### config.mk
export PLATFORM = sky130hd
export DESIGN_NAME = rand_key_gen
export DESIGN_NICKNAME = d
export VERILOG_FILES = /design/src/rtl/rand_key_gen.sv
export SDC_FILE = /design/constraint.sdc
export NUM_CORES = 1
export LEC_CHECK = 0
export ABC_CLOCK_PERIOD_IN_PS = 5300
export CORE_MARGIN = 5
export CORE_UTILIZATION = 52
export CTS_BUF_LIST = sky130_fd_sc_hd__clkbuf_4
export DETAILED_ROUTE_END_ITERATION = 12
export PLACE_DENSITY_LB_ADDON = 0.12
export SLEW_MARGIN = 20
export SYNTH_ARGS = -nofsm -noshare
export SYNTH_HDL_FRONTEND = slang
export SYNTH_SLANG_ARGS = --single-unit
### constraint.sdc
create_clock -name clk -period 5.3 [get_ports clk]
set_clock_uncertainty 0.1 [all_clocks]
set_input_delay 0.53 -clock clk [delete_from_list [all_inputs] [get_ports clk]]
set_output_delay 0.53 -clock clk [all_outputs]
set_load 0.03 [all_outputs]
### src/rtl/rand_key_gen.sv
// rand_key_gen: pulls KEY_WIDTH/64 random words from the LFSR source and
// assembles them into an AES key. A word equal to the previous accepted word
// is dropped and re-requested, so a stuck source cannot produce a key of
// repeated words. The finished key is offered with a valid/ack handshake.
// KEY_WIDTH must be a multiple of 64 and at least 128.
module rand_key_gen #(
  parameter int KEY_WIDTH = 128
) (
  input  logic                 clk,
  input  logic                 reset,
  input  logic                 start,
  input  logic [63:0]          rand_data,
  output logic                 rand_ready,
  output logic [KEY_WIDTH-1:0] key,
  output logic                 key_valid,
  input  logic                 key_ack,
  output logic                 busy,
  output logic [7:0]           reject_cnt
);

  localparam int WORDS  = KEY_WIDTH / 64;
  localparam int WCNT_W = (WORDS > 1) ? $clog2(WORDS) : 1;

  typedef enum logic [1:0] {
    IDLE = 2'd0,
    REQ  = 2'd1,
    CAPT = 2'd2,
    DONE = 2'd3
  } state_t;

  state_t                r_state;
  state_t                w_next;
  logic [WCNT_W-1:0]     r_wcnt;
  logic                  r_have_prev;
  logic [63:0]           r_prev;
  // Only the words collected before the last one need storing; the last word
  // goes straight from rand_data into the key.
  logic [KEY_WIDTH-65:0] r_sh;
  logic [KEY_WIDTH-1:0]  r_key;
  logic [7:0]            r_reject_cnt;
  logic                  r_rand_ready;
  logic                  r_key_valid;
  logic                  r_busy;

  logic                  w_reject;
  logic                  w_last;
  logic [KEY_WIDTH-1:0]  w_shifted;

  assign w_reject  = r_have_prev && (rand_data == r_prev);
  assign w_last    = (r_wcnt == WCNT_W'(WORDS - 1));
  assign w_shifted = {r_sh, rand_data};

  // State register.
  always_ff @(posedge clk or negedge reset) begin
    if (!reset) begin
      r_state <= IDLE;
    end else begin
      r_state <= w_next;
    end
  end

  // Next-state decode: one REQ/CAPT round trip per word, rejected words loop back.
  always_comb begin
    w_next = r_state;
    case (r_state)
      IDLE: begin
        if (start) begin
          w_next = REQ;
        end
      end
      REQ: begin
        w_next = CAPT;
      end
      CAPT: begin
        if (w_reject) begin
          w_next = REQ;
        end else if (w_last) begin
          w_next = DONE;
        end else begin
          w_next = REQ;
        end
      end
      DONE: begin
        if (key_ack) begin
          w_next = IDLE;
        end
      end
      default: begin
        w_next = IDLE;
      end
    endcase
  end

  // Word collection, stuck-source guard, reject counting and key loading.
  always_ff @(posedge clk or negedge reset) begin
    if (!reset) begin
      r_wcnt       <= '0;
      r_have_prev  <= 1'b0;
      r_prev       <= '0;
      r_sh         <= '0;
      r_key        <= '0;
      r_reject_cnt <= '0;
    end else begin
      case (r_state)
        IDLE: begin
          if (start) begin
            r_wcnt      <= '0;
            r_have_prev <= 1'b0;
          end
        end
        CAPT: begin
          if (w_reject) begin
            if (r_reject_cnt != 8'hFF) begin
              r_reject_cnt <= r_reject_cnt + 8'd1;
            end
          end else begin
            r_sh        <= w_shifted[KEY_WIDTH-65:0];
            r_prev      <= rand_data;
            r_have_prev <= 1'b1;
            if (w_last) begin
              r_key <= w_shifted;
            end else begin
              r_wcnt <= r_wcnt + WCNT_W'(1);
            end
          end
        end
        default: begin
        end
      endcase
    end
  end

  // Registered status outputs, decoded from the state being entered.
  always_ff @(posedge clk or negedge reset) begin
    if (!reset) begin
      r_rand_ready <= 1'b0;
      r_key_valid  <= 1'b0;
      r_busy       <= 1'b0;
    end else begin
      r_rand_ready <= (w_next == REQ);
      r_key_valid  <= (w_next == DONE);
      r_busy       <= (w_next != IDLE);
    end
  end

  assign rand_ready = r_rand_ready;
  assign key_valid  = r_key_valid;
  assign busy       = r_busy;
  assign key        = r_key;
  assign reject_cnt = r_reject_cnt;

endmodule

==> impl_metrics.json <==
{
  "p_int_mw": 4.86,
  "switching_share": 0.391,
  "antenna_found_initial": 0,
  "cts-root-buf": "clkbuf_4",
  "min_path_type": "reg -> reg",
  "clk_latency_ns": 0.62,
  "core_area_mm2": 0.0159,
  "synth-simple-area-share": 0.0309,
  "io_pins": 207,
  "ys_async_sr_fraction": 1.00,
  "die_w_um": 137,
  "min_period_ns": 3.36,
  "yosysWarningCount": 0,
  "synth-seq-cells": 206,
  "powerDensity_mw_per_mm2": 705,
  "synth_compound_gate_area_share": 0.00641,
  "cts_resized": 0,
  "grt_max_degree": 131,
  "ir_drop_mv": 0.385,
  "hold_viol": 0,
  "tns_ns": 0,
  "slew_viol_final": 0,
  "synth_cell_types": 29,
  "ys_seq_area_frac": 0.614,
  "num_vias": 5278,
  "drt-initial-drc-count": 165,
  "fin_crit_sh": 0.635,
  "grt_pass1_wl_um": 30800,
  "setup_viol": 0,
  "p_leak_nw": 4.78,
  "gp_congestion": 0.781,
  "area_growth_pct": 34.8,
  "wl_per_cell_um": 18.7,
  "path_clk_slew_ns": 0.06,
  "synthXorXnorAreaFrac": 0.0741,
  "drt-pass1-iter-count": 4,
  "cap_viol_max_count": 0,
  "cts_tree": "done",
  "gr-total-overflow": 0,
  "portBuffers": 206,
  "ant_nets": 0,
  "worstPathArrival_ns": 3.76,
  "wirelength_um": 19400,
  "timing.critical_path.from_type": "flop",
  "worst_pin_slew_ns": 0.810,
  "vias_per_cell": 5.09,
  "synth_edf_count": 0,
  "syn_avg_cell_area_um2": 15.4,
  "ys.flop_type": "dfrtp_1",
  "pwr-share-comb": 0.481,
  "power_frac_seq": 0.360,
  "maxSlewHeadroom": 0.456,
  "clock_sinks": 206,
  "final_layout_size_suffix_gt1_frac": 0.226,
  "synth_cells": 544,
  "die_h_um": 137,
  "multiInputGateArea_mm2": 0.00313,
  "htree_levels": 2,
  "syn_area_mm2": 0.00839,
  "drt_drc_violations_left": 0,
  "fmax_mhz": 297,
  "synth_top_family_by_area": "multiplexers",
  "start_util": 0.528,
  "cp.required_ns": 5.70,
  "rsz0062_at_grt": "false",
  "seq_area_mm2": 0.00515,
  "syn_nets": 613,
  "placementRows": 46,
  "final_util": 0.712,
  "path_max_fanout": 53,
  "muxShareOfSynthArea": 0.259,
  "dieArea_mm2": 0.0188,
  "outcome": "complete, no violations",
  "fillers": 1128,
  "synthAdderAreaFrac": 0.00149,
  "clock_path_buffers": 3,
  "end_kind": "flop",
  "cts_buffers": 53,
  "grt_use_total": 0.212,
  "place.detailed.hpwl_um": 13900,
  "grt_pass1_vias": 5748,
  "whs_ns": 0.382,
  "power.share.clock": 0.159,
  "p_switching_mw": 3.12,
  "num-nets-final": 858,
  "crit_type": "reg -> reg"
}
-- cell usage after synthesis (3+ instances only) --
master / n / area, um2
buf_1: 3 / 11.3
nand3_1: 4 / 20.0
buf_4: 3 / 22.5
and3_1: 3 / 18.8
nand2_1: 4 / 15.0
buf_2: 14 / 70.1
xor2_1: 64 / 561
dfrtp_1: 206 / 5150
mux2_1: 98 / 1100
nand4_1: 7 / 43.8
mux2_2: 95 / 1070
xnor2_1: 7 / 61.3
nor4_1: 16 / 100
-- per-layer routing --
layer  GRT usage  part of all wire  routed length [um]  up-vias
met5           0                 0                   0        -
met4      0.0632             0.017                 323        0
met3      0.0739             0.075                1450       23
met2       0.351              0.50                9740      165
met1       0.264              0.41                7850     2651
li1            -                 -                   -     2439
-- worst paths after layout --
check / from / end / slack (ns) / cells past startpoint
max reg2reg: r_sh[29] / r_sh[11] / 1.94 / 7
max: r_sh[29] / r_sh[11] / 1.94 / 7
min in group asynchronous: reset / key[44] / 0.44 / 2
min reg2reg: key[77] / key[77] / 0.38 / 1
max in group asynchronous: reset / key[113] / 3.37 / 3
min: key[77] / key[77] / 0.38 / 1
-- flip-flops by register name, summed over array words and instances, names as in the netlist --
signal and cells:
busy 1, key_valid 1, key 128, reject_cnt 8, r_sh 64, r_wcnt 1
rand_ready 1, r_state 2
-- power groups by stage --
stage	clock network, mW	registers [mW]	logic, mW
2_1_floorplan	0	3.84	1.35
3_3_place_gp	0	2.84	3.81
3_5_place_dp	0	2.90	3.90
4_1_cts	1.32	2.88	3.91
5_1_grt	1.40	2.98	4.08
6_report	1.27	2.87	3.84
-- what timing repair did --
item | CTS | global route
endpoints found under the hold margin | 89 | 0
buffers inserted | 0 | 0
setup endpoints to repair | 0 | 0
hold buffers | 1 | 0
-- through the flow --
step / total power, mW / cell area (um2) / setup slack, ns / instances
final: 7.98 / 11300 / 1.94 / 1037
after global placement: 6.65 / 10700 / 1.40 / 949
after global routing: 8.46 / 11300 / 1.73 / 1036
after floorplan: 5.19 / 8390 / 2.72 / 544
after CTS: 8.11 / 11300 / 1.91 / 1036
after detailed placement: 6.80 / 10700 / 1.30 / 949
-- critical path, cell delays in order (launching register included) --
cell	delay, ns
dfrtp_1	0.40
xor2_1	0.18
nor4_1	0.54
nand4_1	0.29
nor4_4	0.67
a21oi_4	0.25
buf_4	0.40
mux2_2	0.37
-- placed cells by master, fill, tap and decap left out, drive strengths merged, types with 3 or more instances in the layout --
| cell | count |
|---|---|
| xor2 | 64 |
| clkdlybuf4s50 | 205 |
| and3 | 3 |
| xnor2 | 7 |
| buf | 4 |
| clkbuf | 82 |
| nand3 | 4 |
| inv | 3 |
| a21oi | 3 |
| mux2 | 193 |
| nor4 | 17 |
| dfrtp | 206 |
| clkinv | 4 |
| nand4 | 7 |
| nand2 | 4 |
-- layout make-up --
| cell class | count | area share |
|---|---|---|
| diodes | 1 | 0.000221 |
| inverters | 2 | 0.000664 |
| clock inverters | 5 | 0.00166 |
| flip-flops and latches | 206 | 0.456 |
| well taps | 216 | 0.0239 |
| multi-input cells | 315 | 0.277 |
| repair buffers | 211 | 0.187 |
| clock buffers | 81 | 0.0537 |
-- cells by family after synthesis --
| family | after synthesis |
|---|---|
| compound gates | 8 |
| xor+xnor | 71 |
| fa+ha+maj | 1 |
| buf+inv | 23 |
| flops | 206 |
| mux | 193 |
| simple gates | 42 |
No activity file was read; power rests on OpenSTA's default activity.
